==> config.mk <==
export PLATFORM = sky130hd
export DESIGN_NAME = trafik_izleyici
export DESIGN_NICKNAME = d
export VERILOG_FILES = /design/src/rtl/trafik_izleyici.sv
export SDC_FILE = /design/constraint.sdc
export NUM_CORES = 1
export LEC_CHECK = 0
export BUFFER_PORTS_ARGS = -buffer_cell sky130_fd_sc_hd__clkbuf_2
export CAP_MARGIN = 20
export CORE_UTILIZATION = 25
export DETAILED_ROUTE_END_ITERATION = 7
export GPL_ROUTABILITY_DRIVEN = 0
export SLEW_MARGIN = 20
export SYNTH_ARGS = -nofsm -noshare
export SYNTH_HDL_FRONTEND = slang
export SYNTH_SLANG_ARGS = --single-unit
export TNS_END_PERCENT = 100
==> constraint.sdc <==
create_clock -name clk -period 3.4 [get_ports clk]
set_input_delay 0 -clock clk [delete_from_list [all_inputs] [get_ports clk]]
set_output_delay 0 -clock clk [all_outputs]
set_load 0.005 [all_outputs]
==> src/rtl/trafik_izleyici.sv <==
// trafik_izleyici
// Watches the red/green/blue lines of the traffic LED sequencer, locks onto
// the red -> green -> blue -> off cycle and measures each phase in clocks.
// Phase lengths are checked against RED_CYC/GREEN_CYC/BLUE_CYC +/- TOL_CYC.
// The all-off gap between blue and red may last at most GAP_MAX cycles.
// Order and one-hot legality are checked as well.
// Errors give a one-cycle pulse, a held code and a sticky flag.
// Clean cycles are counted in a saturating 16-bit counter.
//
// Optional build macro TRAFIK_IZLEYICI_SYNC_EN: when defined, each LED input
// passes through a 2-flop synchronizer before it is sampled. This adds
// 2 cycles of latency. Phase lengths and error behaviour do not change.
//
// Error codes:
//   1 phase too short, 2 phase too long, 3 illegal sequence,
//   4 more than one LED lit, 5 off gap too long.
// Precedence inside one cycle: 4 > 3 > 1/2 > 5.
//
// The FSM state is exported on `state` so checkers can bind to it:
//   0 IDLE, 1 RED, 2 GREEN, 3 BLUE, 4 GAP.
module trafik_izleyici #(
  parameter int unsigned RED_CYC   = 220_000_000,
  parameter int unsigned GREEN_CYC = 110_000_000,
  parameter int unsigned BLUE_CYC  = 60_000_000,
  parameter int unsigned TOL_CYC   = 4,
  parameter int unsigned GAP_MAX   = 4
) (
  input  logic        clk,
  input  logic        rst_n,
  input  logic        led_red,
  input  logic        led_green,
  input  logic        led_blue,
  input  logic        clr,
  output logic [2:0]  state,
  output logic        err,
  output logic [2:0]  err_code,
  output logic        err_flag,
  output logic        cycle_done,
  output logic [15:0] cycle_cnt
);

  typedef enum logic [2:0] {
    S_IDLE  = 3'd0,
    S_RED   = 3'd1,
    S_GREEN = 3'd2,
    S_BLUE  = 3'd3,
    S_GAP   = 3'd4
  } state_t;

  // LED patterns as {r,g,b}
  localparam logic [2:0] P_OFF   = 3'b000;
  localparam logic [2:0] P_RED   = 3'b100;
  localparam logic [2:0] P_GREEN = 3'b010;
  localparam logic [2:0] P_BLUE  = 3'b001;

  localparam logic [2:0] E_NONE  = 3'd0;
  localparam logic [2:0] E_SHORT = 3'd1;
  localparam logic [2:0] E_LONG  = 3'd2;
  localparam logic [2:0] E_SEQ   = 3'd3;
  localparam logic [2:0] E_MULTI = 3'd4;
  localparam logic [2:0] E_GAP   = 3'd5;

  // Acceptance windows. A lower bound that would underflow is clamped to 0.
  localparam logic [31:0] RED_LO   = (RED_CYC   > TOL_CYC) ? RED_CYC   - TOL_CYC : 32'd0;
  localparam logic [31:0] GREEN_LO = (GREEN_CYC > TOL_CYC) ? GREEN_CYC - TOL_CYC : 32'd0;
  localparam logic [31:0] BLUE_LO  = (BLUE_CYC  > TOL_CYC) ? BLUE_CYC  - TOL_CYC : 32'd0;
  localparam logic [31:0] RED_HI   = RED_CYC   + TOL_CYC;
  localparam logic [31:0] GREEN_HI = GREEN_CYC + TOL_CYC;
  localparam logic [31:0] BLUE_HI  = BLUE_CYC  + TOL_CYC;
  localparam logic [31:0] GAP_HI   = GAP_MAX;
  localparam logic [31:0] DUR_MAX  = 32'hFFFF_FFFF;
  localparam logic [15:0] CNT_MAX  = 16'hFFFF;

  // Sampled pattern and its previous value
  logic [2:0]  w_p;
  logic [2:0]  r_p_q;

  // FSM and phase duration counter
  state_t      r_state;
  state_t      w_state_nxt;
  logic [31:0] r_dur;
  logic [31:0] w_dur_nxt;
  logic [31:0] w_dur_inc;

  // Per-state phase description
  logic [2:0]  w_cur_pat;
  logic [2:0]  w_next_pat;
  state_t      w_next_state;
  logic [31:0] w_lo;
  logic [31:0] w_hi;

  // Event decode
  logic        w_multi;
  logic        w_err;
  logic [2:0]  w_code;
  logic        w_done;

  // Registered outputs
  logic        r_err;
  logic [2:0]  r_err_code;
  logic        r_err_flag;
  logic        r_done;
  logic [15:0] r_cycle_cnt;

`ifdef TRAFIK_IZLEYICI_SYNC_EN
  logic [2:0] r_sync1;
  logic [2:0] r_sync2;

  // Two-flop synchronizer on each LED line before sampling
  always_ff @(posedge clk or negedge rst_n) begin
    if (!rst_n) begin
      r_sync1 <= 3'b000;
      r_sync2 <= 3'b000;
    end else begin
      r_sync1 <= {led_red, led_green, led_blue};
      r_sync2 <= r_sync1;
    end
  end

  assign w_p = r_sync2;
`else
  // Monitor shares the sequencer clock: sample the lines directly
  assign w_p = {led_red, led_green, led_blue};
`endif

  assign w_multi   = (w_p[2] & w_p[1]) | (w_p[2] & w_p[0]) | (w_p[1] & w_p[0]);
  assign w_dur_inc = (r_dur == DUR_MAX) ? r_dur : r_dur + 32'd1;

  // Describe the current phase: its own pattern, the legal successor and the window
  always_comb begin
    w_cur_pat    = P_OFF;
    w_next_pat   = P_OFF;
    w_next_state = S_IDLE;
    w_lo         = 32'd0;
    w_hi         = 32'd0;
    case (r_state)
      S_RED: begin
        w_cur_pat    = P_RED;
        w_next_pat   = P_GREEN;
        w_next_state = S_GREEN;
        w_lo         = RED_LO;
        w_hi         = RED_HI;
      end
      S_GREEN: begin
        w_cur_pat    = P_GREEN;
        w_next_pat   = P_BLUE;
        w_next_state = S_BLUE;
        w_lo         = GREEN_LO;
        w_hi         = GREEN_HI;
      end
      S_BLUE: begin
        w_cur_pat    = P_BLUE;
        w_next_pat   = P_OFF;
        w_next_state = S_GAP;
        w_lo         = BLUE_LO;
        w_hi         = BLUE_HI;
      end
      S_GAP: begin
        // The gap has no minimum; only its upper bound is checked
        w_cur_pat    = P_OFF;
        w_next_pat   = P_RED;
        w_next_state = S_RED;
        w_lo         = 32'd0;
        w_hi         = GAP_HI;
      end
      default: begin
        w_cur_pat    = P_OFF;
        w_next_pat   = P_OFF;
        w_next_state = S_IDLE;
        w_lo         = 32'd0;
        w_hi         = 32'd0;
      end
    endcase
  end

  // Next-state, duration and error decode
  always_comb begin
    w_state_nxt = r_state;
    w_dur_nxt   = r_dur;
    w_err       = 1'b0;
    w_code      = E_NONE;
    w_done      = 1'b0;
    if (r_state == S_IDLE) begin
      // Lock only on a clean off -> red edge, so a partial red is never measured
      if (r_p_q == P_OFF && w_p == P_RED) begin
        w_state_nxt = S_RED;
        w_dur_nxt   = 32'd1;
      end else begin
        w_dur_nxt   = 32'd0;
      end
    end else begin
      if (w_multi) begin
        w_err  = 1'b1;
        w_code = E_MULTI;
      end else if (w_p == w_cur_pat) begin
        // Fire as soon as the next count would leave the window
        if (r_dur >= w_hi) begin
          w_err  = 1'b1;
          w_code = (r_state == S_GAP) ? E_GAP : E_LONG;
        end else begin
          w_dur_nxt = w_dur_inc;
        end
      end else if (w_p == w_next_pat || (r_state == S_BLUE && w_p == P_RED)) begin
        if (r_dur < w_lo) begin
          w_err  = 1'b1;
          w_code = E_SHORT;
        end else begin
          // Blue may go straight to red, skipping the gap
          w_state_nxt = (w_p == P_RED) ? S_RED : w_next_state;
          w_dur_nxt   = 32'd1;
          w_done      = (w_p == P_RED);
        end
      end else begin
        w_err  = 1'b1;
        w_code = E_SEQ;
      end
      if (w_err) begin
        w_state_nxt = S_IDLE;
        w_dur_nxt   = 32'd0;
      end
    end
  end

  // FSM state, phase duration and previous-pattern registers
  always_ff @(posedge clk or negedge rst_n) begin
    if (!rst_n) begin
      r_state <= S_IDLE;
      r_dur   <= 32'd0;
      r_p_q   <= P_OFF;
    end else begin
      r_state <= w_state_nxt;
      r_dur   <= w_dur_nxt;
      r_p_q   <= w_p;
    end
  end

  // Error pulse, held code and sticky flag; a new error beats a clear
  always_ff @(posedge clk or negedge rst_n) begin
    if (!rst_n) begin
      r_err      <= 1'b0;
      r_err_code <= E_NONE;
      r_err_flag <= 1'b0;
    end else begin
      r_err <= w_err;
      if (w_err) begin
        r_err_code <= w_code;
        r_err_flag <= 1'b1;
      end else if (clr) begin
        r_err_code <= E_NONE;
        r_err_flag <= 1'b0;
      end
    end
  end

  // Clean-cycle pulse and saturating counter, updated on the same edge
  always_ff @(posedge clk or negedge rst_n) begin
    if (!rst_n) begin
      r_done      <= 1'b0;
      r_cycle_cnt <= 16'd0;
    end else begin
      r_done <= w_done;
      if (w_done && r_cycle_cnt != CNT_MAX) begin
        r_cycle_cnt <= r_cycle_cnt + 16'd1;
      end
    end
  end

  assign state      = r_state;
  assign err        = r_err;
  assign err_code   = r_err_code;
  assign err_flag   = r_err_flag;
  assign cycle_done = r_done;
  assign cycle_cnt  = r_cycle_cnt;

endmodule

== Word-level counts from Yosys, hierarchy flattened ==
Cells that the tools add are included.
Cells by class
  add/sub/neg operators: 2
  order comparisons: 2
  equal/unequal tests: 16
  muxes and demuxes: 45
  bitwise gates (word level): 5
  reduce and logical (&&, ||, !) cells: 11
Operators by type and width (count)
  $mux W32: 8
  $pmux W28 S4: 1
  $pmux W28 S3: 1
  $mux W3: 16
  $add A32 B1 Y32 const B: 1
  $eq A32 B32 Y1 const B: 1
  $ge A32 B32 Y1: 1
  $lt A32 B32 Y1: 1
  $pmux W3 S3: 2
  $add A16 B1 Y16 const B: 1
  $mux W1: 16
  $ne A16 B16 Y1 const B: 1
  $ne A4 B3 Y1 const B: 3
  $pmux W3 S4: 1
  $reduce_and A5 Y1: 2
  $eq A3 B2 Y1 const B: 2
  $eq A3 B3 Y1: 2
  $eq A3 B3 Y1 const B: 2
  $logic_not A3 Y1: 2
  $ne A3 B2 Y1 const B: 2
  $reduce_bool A4 Y1: 1
  $and A1 B1 Y1: 3
  $eq A3 B1 Y1 const B: 1
  $logic_and A1 B1 Y1: 3
  6 further kinds: 7
Storage, ports and cells
  flip-flop bits (word level): 60
  input bits: 6
  output and inout bits: 25
  logic and storage cells: 89

== Depth between registers and ports, before layout ==
Gate-level depths: netlist of run 1.
  depth in word-level cells: 10
  mapped depth: 14
  depth with buffers taken out: 11

== Worst setup path after synthesis of run 1 ==
OpenSTA, ideal clock, no wires.
  kind: reg-to-reg
  start point: register r_state[1], in the netlist state[1]
  end point: register r_cycle_cnt[4], in the netlist cycle_cnt[4]
  setup time: 0.123 ns
  arrival: 3.545 ns
  data required time: 3.277 ns
  path slack: -0.269 ns
  stages on the path, launching flop included: 15
  buffers on the path: 3
  period minus slack after synthesis: 3.669 ns
  path through: dfrtp_1 -> buf_1 -> nand2b_1 -> or2_2 -> and2_1 -> ha_1 -> nand4_1 -> or4_1 -> a311o_1 -> o211ai_2 -> and4bb_1 -> buf_4 -> buf_6 -> nand4_1 -> xnor2_1
On the way
  longest elaborated chain between the ends: 9
  elaborated cells between the ends (all ways): 19
  classes of those cells: order compare: 1; eq/ne: 6; mux: 8; reduce/logical: 4
RTL lines
  start, declared: line 79  | state_t r_state;
  start signal, assigned: line 231  | r_state <= w_state_nxt;
  $eq A3 B2 Y1, or another cell as far along: line 136, 203
  $pmux W28 S3 or $pmux W3 S3 (tied branches): line 136  | case (r_state)
  $lt A32 B32 Y1 or $eq A3 B3 Y1 (tied branches): line 204, 203
  $mux W1 or $logic_or A1 B1 Y1 (tied branches): line 204, 203
  $mux W1: line 203  | end else if (w_p == w_next_pat || (r_state == S_BLUE && w_p == P_RED)) begin
  $mux W1: line 195  | end else if (w_p == w_cur_pat) begin
  $mux W1: line 192  | if (w_multi) begin
  $mux W1 *: line 183  | if (r_state == S_IDLE) begin
  $logic_and A1 B1 Y1 *: line 262  | if (w_done && r_cycle_cnt != CNT_MAX) begin
  end signal, assigned: line 263  | r_cycle_cnt <= r_cycle_cnt + 16'd1;
  end, declared: line 103  | logic [15:0] r_cycle_cnt;
Mark *: on every way between the ends. The rest lies on a longest branch, timed or not.
A chain may end at the register's enable or synchronous reset.

== Worst setup path in the final report of run 1 ==
  start point: register r_state[2], in the netlist state[2]
  end point: register r_cycle_cnt[1], in the netlist cycle_cnt[1]
The elaborated chain is that of the path after synthesis.

==> flow_metrics.tcl, run 1 <==
set metrics [dict create \
    timing.rr.start "state[2]" \
    port_buffers 30 \
    status "finished with violations" \
    ys_top_cells_by_area "dfrtp_1, ha_1, xnor2_1" \
    seq_area_um2 1503 \
    crit_path_end_kind "register" \
    first_global_vias 3069 \
    final_cells 654 \
    violations "setup timing" \
    cts_buffer_depth 2 \
    cp_max_fo 4 \
    layout.nets 509 \
    tightestPinTransition_ns 0.8847 \
    grt_usage_pct 12.04 \
    critical_path_class "register to register" \
    hold_class "input port to async pin" \
    setup_tns_ns -0.003135 \
    avgSynthCellArea_um2 9.275 \
    drtIter0Drc 230 \
    synth_top_area_share_pct 39.10 \
    rsz0062_at_grt "yes" \
    design_area_um2 4871 \
    p_leak_nw 2.171 \
    reg2reg_to "cycle_cnt[1]" \
    clk_latency_ns 0.33 \
    fin_ws_ns -0.003135 \
    cp.arrival_ns 3.62 \
    vdd_ir_drop_max_uv 233.5 \
    cts_max_level 3 \
    synth_ff_type "dfrtp_1" \
    max_freq_mhz 293.8 \
    reg2regPathDepth 12 \
    coreArea_um2 14750 \
    multi_input_area_um2 2301 \
    powerDensity_nw_per_um2 398.4 \
    cts_buffers 9 \
    die_h_um 125.9 \
    max_stage_delay_ns 0.44 \
    min_period_over_period_pct 100.1 \
    area_growth_pct 26.85 \
    cts_tree "done" \
    drc 0 \
    routed_wirelength_um 9199 \
    period_needed_ns 3.403 \
    hold_viol_final 0 \
    clockRootBuffer "clkbuf_16" \
    p_total_mw 1.940 \
    path_delay_family "simple AND/OR/NAND/NOR gates" \
    crit_start "state[2]" \
    start_kind "register" \
    crit_slowest_cell "or4_4" \
    grt_max_degree 35 \
    synth-edff-count 0 \
    place_area_um2 4253 \
    vias 3243 \
    yosysTopAreaCell "dfrtp_1" \
    die-area_um2 15860 \
    ant_nets 0 \
    maxCapViolCount 0 \
    path_cells "nand2b_4 > or2_4 > and2_4 > buf_8 > ha_4 > nand4_1 > or4_4 > a311o_1 > o211ai_2 > and4bb_2 > buf_4 > mux2_2" \
    clk_pin_slew_ns 0.05 \
    drive_gt1_share_pct 19.15 \
    synth_cell_types 54 \
    grt.overflow.total 0 \
    initial_core_util_pct 26.03 \
    fin_hold_ws_ns 0.2378 \
    wl_per_cell_um 14.07 \
    synth_cells 414 \
    seq_area_frac_synth_pct 39.10 \
    synth_top_cells_by_count "dfrtp_1, nor2_1, ha_1" \
    ys_warn_count 0 \
    slew_violations 0 \
    synthArstFlopShare_pct 100.0 \
    rows 44 \
    setup_viol 1 \
    antenna_found_initial 0 \
    nFillCells 1508 \
    utilization_pct 33.01 \
    post-place-cells 625 \
    pre_cts_ws_ns 0.02850 \
    grt_first_pass_wirelength_um 15210 \
    dr.pass1.iters 4 \
    cp_data_required_time_ns 3.62 \
    n_antenna_cell 0 \
    io_pins 31 \
    r2r_slack_ns -0.003 \
    crit_buf_inv 2 \
    clkSinkCount 60 \
    place.detailed.hpwl_um 6553 \
    slew_headroom_pct 40.56 \
    fin_skew_ns 0.003483 \
    viasPerCell 4.959 \
    yosysMostFrequentCell "dfrtp_1" \
    die_x_um 125.9 \
    syn-cell-area_um2 3840 \
    yosys_register_bits 60 \
]
[logic make-up (layout without fill, tap and decap cells)]
| kind of cell | after synthesis | count (layout) | synth area share [%] |
|---|---|---|---|
| xor gates and xnor gates | 42 | 42 | 9.580 |
| DFF | 60 | 60 | 39.10 |
| other | 1 | 3 | 0.09766 |
| and+or+nand+nor | 179 | 179 | 23.27 |
| AOI/OAI and AO/OA | 57 | 57 | 10.26 |
| buffers and inverters | 32 | 86 | 4.008 |
| adders and majority gates | 37 | 37 | 12.06 |
| muxes | 6 | 6 | 1.629 |
[routing by layer]
metal | global-route usage, % | vias to the layer above | part of all wire (%)
li1 | - | 1568 | -
met1 | 16.06 | 1599 | 49
met2 | 19.01 | 65 | 47
met3 | 3.271 | 11 | 3.2
met4 | 3.544 | 0 | 1.1
met5 | 0 | - | 0
[report_power, final]
part	switching, mW	total [mW]	internal, mW
combinational	0.0445	0.0713	0.0268
sequential	0.00295	0.723	0.720
clock	0.320	1.15	0.825
total	0.368	1.94	1.57
[cell type report]
type	count	share of cell area, %
timing repair buffer	55	8.297
clock buffer	11	5.189
sequential	60	30.85
clock inverter	4	2.466
multi-input combinational	324	47.24
inverter	16	1.233
tap	184	4.726
[what timing repair did]
| action | CTS | global route |
|---|---|---|
| hold buffers | 5 | 0 |
| hold endpoints to repair | 33 | 0 |
| cloned | 0 | 1 |
| pin swaps | 0 | 16 |
| setup endpoints to repair | 2 | 46 |
| gates resized for setup | 1 | 22 |
| setup buffers | 0 | 8 |
[cell usage in the layout, fill, tap and decap left out, types with 2 or more instances in the layout]
cell type	netlist	routed
nand3_2	0	3
nor2_2	0	2
mux2_2	2	2
o211ai_1	3	3
and2_1	3	2
nor2_1	53	51
clkbuf_2	0	30
a21o_1	3	3
mux2i_1	4	4
and3_1	10	10
clkbuf_16	0	10
nand2_1	35	32
xnor2_2	0	2
conb_1	1	3
a31oi_1	2	2
nor2b_1	4	4
nand2b_1	8	7
buf_4	1	15
inv_1	16	16
nand2_2	1	3
dlygate4sd3_1	0	5
a21oi_1	16	16
nor4_1	7	7
nand4_1	16	16
bufinv_16	0	4
xnor2_1	26	24
ha_4	0	3
ha_1	37	34
and4_1	4	4
nor3_1	11	11
a211oi_1	5	5
dfrtp_1	60	59
buf_12	0	2
xor2_1	16	15
o2bb2ai_1	2	2
o21ai_0	9	9
clkbuf_8	0	2
a211o_1	2	2
nand3_1	18	15
[worst register-to-register path, cell delays in order (launching register included)]
cell and delay, ns:
dfrtp_1 0.40, nand2b_4 0.15, or2_4 0.22, and2_4 0.18
buf_8 0.13, ha_4 0.27, nand4_1 0.12, or4_4 0.44
a311o_1 0.36, o211ai_2 0.24, and4bb_2 0.35, buf_4 0.14
mux2_2 0.31
[registers in the layout, summed over array words and instances (netlist names)]
register / count
r_dur: 32
r_p_q: 3
err_code: 3
cycle_cnt: 16
state: 3
err_flag: 1
cycle_done: 1
err: 1
[worst max-delay path by stage]
stage / to / slack (ns) / depth (start not counted)
2_1_floorplan: cycle_cnt[4] / 0.03 / 13
3_3_place_gp: cycle_cnt[7] / 0.1 / 13
3_5_place_dp: r_dur[19] / 0.03 / 13
4_1_cts: r_dur[18] / 0.001 / 13
5_1_grt: cycle_cnt[7] / -0.11 / 13
6_report: cycle_cnt[1] / -0.003 / 12
(Power assumes the default switching activity.)
==> inputs of run 2 (changes only) <==
ABC_AREA = 1   (was not set)
CORE_UTILIZATION = 35   (was 25)
==> flow_metrics.tcl, run 2 <==
set metrics [dict create \
    crit_buf_inv 3 \
    ys_top_cells_by_area "dfrtp_1, nand2_1, ha_1" \
    synth-edff-count 0 \
    cp_max_fo 20 \
    layout_commonest_cell "nand2_1" \
    largest-register "r_dur" \
    drc 0 \
    layout.nets 627 \
    max_stage_delay_ns 0.45 \
    clockRootBuffer "clkbuf_16" \
    fin_ws_ns 0.3529 \
    nFillCells 1158 \
    cp-endpoint "r_dur[8]" \
    path_cells "inv_2 > nand3_2 > nand2_1 > inv_1 > ha_1 > a21oi_1 > o21ai_0 > nand2_1 > nand2_1 > a21oi_1 > nand4_2 > nor2_2 > buf_4 > o21ai_1 > a21oi_1" \
    viasPerCell 4.889 \
    pre_cts_ws_ns 0.3526 \
    cts_tree "done" \
    drtIter0Drc 153 \
    clk_pin_slew_ns 0.06 \
    place.detailed.hpwl_um 7146 \
    cp_data_required_time_ns 3.66 \
    avgSynthCellArea_um2 7.600 \
    wl_per_cell_um 12.72 \
    reg2regPathDepth 15 \
    ant_nets 0 \
    hold_viol_final 0 \
    design_area_um2 4770 \
    slew_headroom_pct 36.01 \
    synth_ff_type "dfrtp_1" \
    grt_usage_pct 17.34 \
    cts_buffer_depth 2 \
    seq_area_um2 1501 \
    ys_warn_count 0 \
    largest_reg_flops 32 \
    min_period_over_period_pct 89.62 \
    grt_first_pass_wirelength_um 16000 \
    area_growth_pct 16.01 \
    status "complete, no violations" \
    multi_input_area_um2 2295 \
    synth_cells 541 \
    period_needed_ns 3.047 \
    hold_class "input port to async pin" \
    clkSinkCount 60 \
    tightestPinTransition_ns 0.9598 \
    powerDensity_nw_per_um2 519.2 \
    synth_cell_types 38 \
    path_delay_family "simple AND/OR/NAND/NOR gates" \
    critical_path_class "register to register" \
    layout_common_cells "nand2_1, inv_1, dfrtp_1" \
    setup_tns_ns 0 \
    die_x_um 110.4 \
    rows 39 \
    cts_buffers 9 \
    setup_viol 0 \
    n_antenna_cell 0 \
    crit_cells 15 \
    die-area_um2 12180 \
    synth_top_area_share_pct 36.52 \
    max_freq_mhz 328.2 \
    die_h_um 110.4 \
    place_area_um2 4418 \
    port_buffers 30 \
    p_leak_nw 2.277 \
    crit_path_end_kind "register" \
    first_global_vias 3350 \
    synthArstFlopShare_pct 100.0 \
    clk_latency_ns 0.34 \
    antenna_found_initial 0 \
    synth_top_cells_by_count "nand2_1, inv_1, dfrtp_1" \
    syn-cell-area_um2 4111 \
    crit_start "state[2]" \
    timing.rr.start "state[2]" \
    coreArea_um2 11420 \
    yosysMostFrequentCell "nand2_1" \
    fin_skew_ns 0.009484 \
    vias 3579 \
    reg2reg_to "r_dur[8]" \
    seq_area_frac_synth_pct 36.52 \
    start_kind "register" \
    routed_wirelength_um 9314 \
    grt_max_degree 44 \
    grt.overflow.total 0 \
    cts_max_level 3 \
    rsz0062_at_grt "no" \
    yosysTopAreaCell "dfrtp_1" \
    maxCapViolCount 0 \
    initial_core_util_pct 36.01 \
    cp.arrival_ns 3.30 \
    r2r_slack_ns 0.35 \
    io_pins 31 \
    vdd_ir_drop_max_uv 388.7 \
    crit_slowest_cell "dfrtp_1" \
    post-cts-setup-buffers 0 \
    dr.pass1.iters 4 \
    yosys_register_bits 60 \
    slew_violations 0 \
    drive_gt1_share_pct 12.05 \
]
## run 2: power breakdown
| part | internal, mW | switching (mW) | total [mW] |
|---|---|---|---|
| combinational | 0.255 | 0.465 | 0.720 |
| sequential | 0.771 | 0.0677 | 0.839 |
| clock | 0.570 | 0.348 | 0.918 |
## run 2: layer usage
metal,up-vias,share of wire (%),track usage (%)
li1,1872,-,-
met1,1642,49,22.74
met2,53,45,26.57
met3,12,4.1,5.056
met4,0,1.7,7.143
met5,-,0,0
## run 2: per-stage QoR
stage	cells	util [%]	hold WS [ns]	total power, mW
after floorplan	543	-	-0.2956	1.357
after detailed placement	711	38.69	0.1620	1.570
after global routing	732	41.77	0.3648	2.660
final	732	41.77	0.3514	2.477
after CTS	732	41.77	0.3528	2.502
after global placement	711	38.69	0.1668	1.554
## run 2: what timing repair did
action,CTS,global route
hold endpoints to repair,49,0
gates resized for setup,0,0
hold buffers,5,0
## run 2: worst min path at each step
stage | cells after the start | slack, ns | from | endpoint
after global placement | 1 | 0.17 | led_red | r_p_q[2]
final | 2 | 0.35 | rst_n | cycle_cnt[0]
after CTS | 2 | 0.35 | led_red | r_p_q[2]
after floorplan | 0 | -0.30 | rst_n | cycle_cnt[0]
after global routing | 2 | 0.36 | led_red | r_p_q[2]
after detailed placement | 1 | 0.16 | led_red | r_p_q[2]
## run 2: logic make-up (layout without fill, tap and decap cells)
kind of cell	Yosys count	count (layout)	share of synthesized area, %
flops	60	60	36.52
other cells	1	3	0.09121
buf+inv	79	125	7.851
fa+ha+maj	37	37	11.26
compound gates	75	75	9.738
simple gates	266	266	29.64
xor+xnor	23	23	4.900
## run 2: layout make-up
| cell class | count | share of cell area, % |
|---|---|---|
| clock inverter | 7 | 1.600 |
| sequential | 60 | 31.48 |
| clock buffer | 9 | 4.722 |
| timing repair buffer | 39 | 4.827 |
| multi-input combinational | 404 | 48.11 |
| tap | 143 | 3.751 |
| inverter | 70 | 5.509 |
